<file path="src/rtl/leaderboard_pkg.sv">
// Shared widths, sentinel and encodings for the stopwatch top-3 leaderboard.
package leaderboard_pkg;

    localparam int TW = 22;
    localparam logic [TW-1:0] EMPTY_VAL = {TW{1'b1}};

    typedef enum logic [1:0] {
        SW_IDLE    = 2'b00,
        SW_STOPPED = 2'b01,
        SW_RUNNING = 2'b10,
        SW_PAUSED  = 2'b11
    } sw_mode_e;

    localparam logic [2:0] DISP_LIVE  = 3'b000;
    localparam logic [2:0] DISP_R1    = 3'b100;
    localparam logic [2:0] DISP_R2    = 3'b101;
    localparam logic [2:0] DISP_R3    = 3'b110;
    localparam logic [2:0] DISP_BLANK = 3'b111;

    typedef enum logic [1:0] {
        V_NONE   = 2'b00,
        V_FAST   = 2'b01,
        V_SLOW   = 2'b10,
        V_PLACED = 2'b11
    } verdict_e;

    // Unused slots read back as zero on the display.
    function automatic logic [TW-1:0] show_slot(input logic [TW-1:0] v);
        return (v == EMPTY_VAL) ? '0 : v;
    endfunction

endpackage

</file>
<file path="src/rtl/leaderboard_rank.sv">
// Ranks a time against the sorted 3-entry table (1..4, ties placed after existing).
// Purely combinational; no backpressure.
module leaderboard_rank
    import leaderboard_pkg::*;
(
    input  logic [TW-1:0] entry1_i,
    input  logic [TW-1:0] entry2_i,
    input  logic [TW-1:0] entry3_i,
    input  logic [TW-1:0] time_i,
    output logic [2:0]    rank_o
);

    logic le1, le2, le3;

    always_comb begin
        le1    = (entry1_i != EMPTY_VAL) && (entry1_i <= time_i);
        le2    = (entry2_i != EMPTY_VAL) && (entry2_i <= time_i);
        le3    = (entry3_i != EMPTY_VAL) && (entry3_i <= time_i);
        rank_o = 3'd1 + {2'b00, le1} + {2'b00, le2} + {2'b00, le3};
    end

endmodule

</file>
<file path="src/rtl/leaderboard.sv">
// Top-3 lowest-time table updated on each entry into STOPPED, plus display mux.
// Latency: 1 cycle from mode change to table/LED/sound/verdict; no backpressure.
module leaderboard
    import leaderboard_pkg::*;
(
    input  logic          clk,
    input  logic          rst_n,
    input  logic [TW-1:0] time_in,
    input  logic [1:0]    stopwatch_mode,
    input  logic [2:0]    display_mode,
    output logic [TW-1:0] leaderboard_number,
    output logic          signal_sound_1,
    output logic          signal_sound_2,
    output logic          signal_sound_3,
    output logic [2:0]    leaderboard_LED,
    output logic [1:0]    slow_or_fast
);

    logic [TW-1:0] entry1_q, entry1_d;
    logic [TW-1:0] entry2_q, entry2_d;
    logic [TW-1:0] entry3_q, entry3_d;
    logic [1:0]    prev_mode_q;
    logic [2:0]    led_q, led_d;
    logic [2:0]    sound_q, sound_d;
    verdict_e      verdict_q, verdict_d;
    logic [2:0]    rank;
    logic          submit;

    leaderboard_rank u_rank (
        .entry1_i (entry1_q),
        .entry2_i (entry2_q),
        .entry3_i (entry3_q),
        .time_i   (time_in),
        .rank_o   (rank)
    );

    // Zero and the sentinel are not real times, so such submissions change nothing.
    assign submit = (prev_mode_q != SW_STOPPED) && (stopwatch_mode == SW_STOPPED)
                 && (time_in != '0) && (time_in != EMPTY_VAL);

    always_comb begin
        entry1_d  = entry1_q;
        entry2_d  = entry2_q;
        entry3_d  = entry3_q;
        led_d     = led_q;
        verdict_d = verdict_q;
        sound_d   = 3'b000;
        if (submit) begin
            case (rank)
                3'd1: begin
                    entry1_d  = time_in;
                    entry2_d  = entry1_q;
                    entry3_d  = entry2_q;
                    led_d     = 3'b001;
                    sound_d   = 3'b001;
                    verdict_d = V_FAST;
                end
                3'd2: begin
                    entry2_d  = time_in;
                    entry3_d  = entry2_q;
                    led_d     = 3'b010;
                    sound_d   = 3'b010;
                    verdict_d = V_PLACED;
                end
                3'd3: begin
                    entry3_d  = time_in;
                    led_d     = 3'b100;
                    sound_d   = 3'b100;
                    verdict_d = V_PLACED;
                end
                default: begin
                    led_d     = 3'b000;
                    verdict_d = V_SLOW;
                end
            endcase
        end
    end

    always_ff @(posedge clk or negedge rst_n) begin
        if (!rst_n) begin
            entry1_q    <= EMPTY_VAL;
            entry2_q    <= EMPTY_VAL;
            entry3_q    <= EMPTY_VAL;
            prev_mode_q <= SW_IDLE;
            led_q       <= 3'b000;
            sound_q     <= 3'b000;
            verdict_q   <= V_NONE;
        end else begin
            entry1_q    <= entry1_d;
            entry2_q    <= entry2_d;
            entry3_q    <= entry3_d;
            prev_mode_q <= stopwatch_mode;
            led_q       <= led_d;
            sound_q     <= sound_d;
            verdict_q   <= verdict_d;
        end
    end

    always_comb begin
        case (display_mode)
            DISP_R1:    leaderboard_number = show_slot(entry1_q);
            DISP_R2:    leaderboard_number = show_slot(entry2_q);
            DISP_R3:    leaderboard_number = show_slot(entry3_q);
            DISP_BLANK: leaderboard_number = '0;
            default:    leaderboard_number = time_in;
        endcase
    end

    assign signal_sound_1  = sound_q[0];
    assign signal_sound_2  = sound_q[1];
    assign signal_sound_3  = sound_q[2];
    assign leaderboard_LED = led_q;
    assign slow_or_fast    = verdict_q;

endmodule

</file>
<file path="config.mk">
export PLATFORM = sky130hd
export DESIGN_NAME = leaderboard
export DESIGN_NICKNAME = d
export VERILOG_FILES = /design/src/rtl/leaderboard_pkg.sv /design/src/rtl/leaderboard_rank.sv /design/src/rtl/leaderboard.sv
export SDC_FILE = /design/constraint.sdc
export NUM_CORES = 1
export LEC_CHECK = 0
export BUFFER_PORTS_ARGS = -buffer_cell sky130_fd_sc_hd__buf_4
export CAP_MARGIN = 20
export CORE_MARGIN = 4
export CORE_UTILIZATION = 35
export CTS_CLUSTER_DIAMETER = 100
export DETAILED_ROUTE_END_ITERATION = 6
export GPL_ROUTABILITY_DRIVEN = 0
export SETUP_SLACK_MARGIN = 0.05
export SYNTH_ARGS = -nofsm -noshare
export SYNTH_HDL_FRONTEND = slang
export SYNTH_HIERARCHICAL = 1
export SYNTH_SLANG_ARGS = --single-unit
</file>
<file path="constraint.sdc">
create_clock -name clk -period 4.2 [get_ports clk]
set_input_delay 0.84 -clock clk [delete_from_list [all_inputs] [get_ports clk]]
set_output_delay 0.84 -clock clk [all_outputs]
set_load 0.01 [all_outputs]
</file>
==> metrics.cfg <==
[worst_setup_path]
crit_chain = buf_4 > inv_1 > ha_1 > nand4_1 > nor4_1 > buf_4 > nand4_1 > o311ai_1 > nand3_1 > ha_1 > inv_1 > ha_1 > ha_4 > buf_4 > nand2b_4 > nor4_4 > buf_6 > buf_12 > mux2_2
crit_type = in2reg
cpMaxStageDelayCell = nor4_1
critPathArrivalTime_ns = 4.39
ff2ff_setup_slack_ns = 0.16
end_kind = flop
crit_fanout = 7
worstSetupStartpointType = primary input
cp.required_ns = 4.47
critPathMaxStageDelay_ns = 0.34

[clock_tree]
ctsHtreeMaxLevel = 3
insertion_delay_ns = 0.35
clockRootBuffer = clkbuf_16
cts_inserted_buffers = 9
clkTransAtPathRegs_ns = 0.06
cts_tree = yes
clock-sinks = 76
clockBufferDepth = 2

[yosys]
synth_compound_area_share_pct = 11.1
synth.most_common_cell = ha_1
synthArstFlopShare_pct = 100
syn_area_um2 = 6140
avgSynthCellArea_um2 = 10.7
ys.flop_type = dfstp_2
synth.mux.area_fraction_pct = 22.5
synth_fa_ha_area_share_pct = 14.1
synth-simple-area-share_pct = 16.0
netlist-cell-type-count = 42
netlist_instances = 575
synth_top_area_share_pct = 28.2
synth-seq-cells = 76
yosysTopAreaCell = dfstp_2
syn_nets = 673
synth_top_family_by_area = multiplexers
yosysWarnings = 6
synth_edf_count = 0
synth_top_cells_by_count = 69 x ha_1, 66 x dfstp_2, 48 x nand4_1
synth-xor-area-share_pct = 0.143
synth_seq_area_share_pct = 32.3
ys_top_cells_by_area = dfstp_2 28%, ha_1 14%, mux2_4 9.0%

[grt]
overflow = 0
grt_pass1_wl_um = 32600
grt_pass1_vias = 5567
grt_max_degree = 77
grt_usage_pct = 21.3
grt_antenna_before_repair = 0

[power]
power.leakage_nw = 3.50
powerDensity_nw_per_um2 = 462
power.total_w = 0.00365
peakVddDrop_mv = 0.241

[place]
dpl_worst_slack_ns = -0.351
postPlaceCellArea_um2 = 7420
portBuffers = 58
dp_hpwl_um = 15800

[finish]
area_growth_pct = 28.4
final_area_um2 = 7890
n_antenna_cell = 0
layout-drive-gt1-share_pct = 46.6
fin_nets = 805

[route]
drc = 0
via_count = 5523
finalWirelength_um = 21200
drt_pre_antenna_iters = 5
first_iter_violations = 600
viasPerCell = 5.89
wl_per_cell_um = 22.6
ant_nets = 0

[timing]
period_share_pct = 98.1
holdWs_ns = 0.492
hold_viol_final = 0
finClkSkew_ns = 0.00672
finalSetupViolCount = 0
relSlewSlack_pct = 34.3
worst_slew_pin_slew_ns = 0.986
rsz0062_at_grt = yes
setup_slack_ns = 0.0818
finalMaxSlewViolations = 0
fmax_mhz = 243
period_needed_ns = 4.12

[floorplanning]
die_area_um2 = 19700
initial_utilization_pct = 35.6
dieWidth_um = 140
die_h_um = 140
rows = 48
core_um2 = 17200
ios = 59

[status]
outcome = finished, final reports clean

[worst_hold_path]
hold_path.class = reg2reg

[job]
maxCapViolCount = 0

sequential cells by signal, summed over array words and instances (netlist names):
| name | cells |
|---|---|
| slow_or_fast | 2 |
| prev_mode_q | 2 |
| entry1_q | 22 |
| entry3_q | 22 |
| leaderboard_LED | 3 |
| sound_q | 3 |
| entry2_q | 22 |
metal layers:
layer,global-route usage (%),vias to the layer above,share of wire (%)
li1,-,2453,-
met1,29.2,2753,44
met2,33.3,275,46
met3,4.64,42,8.1
met4,6.99,0,2.6
met5,0,-,0
layout make-up:
class / count / area [µm²]
Sequential cell: 76 / 1980
Clock inverter: 2 / 35.0
Fill cell: 1638 / 9350
Multi-Input combinational cell: 449 / 4080
Tap cell: 225 / 282
Inverter: 31 / 116
Clock buffer: 14 / 254
Timing Repair Buffer: 140 / 1140
kinds of logic after synthesis:
group | Yosys count
buffers and inverters | 50
AO/OA/AOI/OAI | 104
XOR/XNOR | 1
multiplexers | 111
adder cells (fa/ha/maj) | 69
AND/OR/NAND/NOR | 164
flip-flops | 76
worst max-delay path, delay by kind of cell:
family / cells / cell delay (ns)
AO/OA/AOI/OAI: 1 / 0.13
adder cells (fa/ha/maj): 4 / 1.03
buffers and inverters: 7 / 0.84
multiplexers: 1 / 0.34
AND/OR/NAND/NOR: 6 / 1.22
cells in the final DEF, fill, tap and decap left out, drive strengths merged:
| cell | synthesis | final |
|---|---|---|
| buf | 7 | 140 |
| mux2 | 107 | 107 |
| ha | 69 | 69 |
| dfstp | 66 | 66 |
| nand4 | 48 | 48 |
| a21oi | 44 | 44 |
| inv | 31 | 31 |
| nor2b | 28 | 28 |
| nand2 | 27 | 27 |
| nand3 | 21 | 21 |
| a22oi | 21 | 21 |
| nor4 | 17 | 17 |
| clkbuf | 12 | 14 |
| dfrtp | 10 | 10 |
| nor2 | 9 | 9 |
| a21boi | 9 | 9 |
| a21o | 8 | 8 |
| and4 | 6 | 6 |
| mux2i | 4 | 4 |
| a31oi | 3 | 3 |
| a211oi | 3 | 3 |
| o21a | 3 | 3 |
| o31a | 3 | 3 |
| o41ai | 3 | 3 |
| o311ai | 3 | 3 |
| o21ai | 3 | 3 |
| or4 | 2 | 2 |
| nor3b | 2 | 2 |
| o31ai | 1 | 1 |
| or2 | 1 | 1 |
| nand2b | 1 | 1 |
| nand3b | 1 | 1 |
| xnor2 | 1 | 1 |
| bufinv | 0 | 1 |
| clkinv | 0 | 1 |
| and3 | 1 | 1 |
stage by stage:
stage,std cells,TNS (ns),utilization (%)
floorplan,575,0,-
global placement,917,-14.45,43.1
detailed placement,917,-18.29,43.1
CTS,936,0,45.2
global route,937,0,45.8
finish,937,0,45.8
where the power goes:
part           internal (W)  total [W]  switching [W]
Clock              0.000477   0.000787       0.000310
Combinational      0.000831    0.00152       0.000693
Sequential          0.00103    0.00134       0.000306
Total               0.00234    0.00365        0.00131
what timing repair did:
action                     4_1_cts  5_1_grt
setup buffers                    1        1
pin swaps                        5       14
cloned                           2        0
gates resized for setup         19       16
setup endpoints to repair       20       54
hold buffers                     0        0
final timing paths:
kind | start | endpoint | depth (start not counted)
max | time_in[18] | entry1_q[1]$_DFFE_PN1P_ | 19
min | slow_or_fast[0]$_DFFE_PN0P_ | slow_or_fast[0]$_DFFE_PN0P_ | 1
max reg2reg | entry1_q[4]$_DFFE_PN1P_ | entry1_q[1]$_DFFE_PN1P_ | 16
min reg2reg | slow_or_fast[0]$_DFFE_PN0P_ | slow_or_fast[0]$_DFFE_PN0P_ | 1
max in group asynchronous | rst_n | leaderboard_LED[2]$_DFFE_PN0P_ | 1
min in group asynchronous | rst_n | prev_mode_q[1]$_DFF_PN0_ | 1
(Power assumes the default switching activity.)
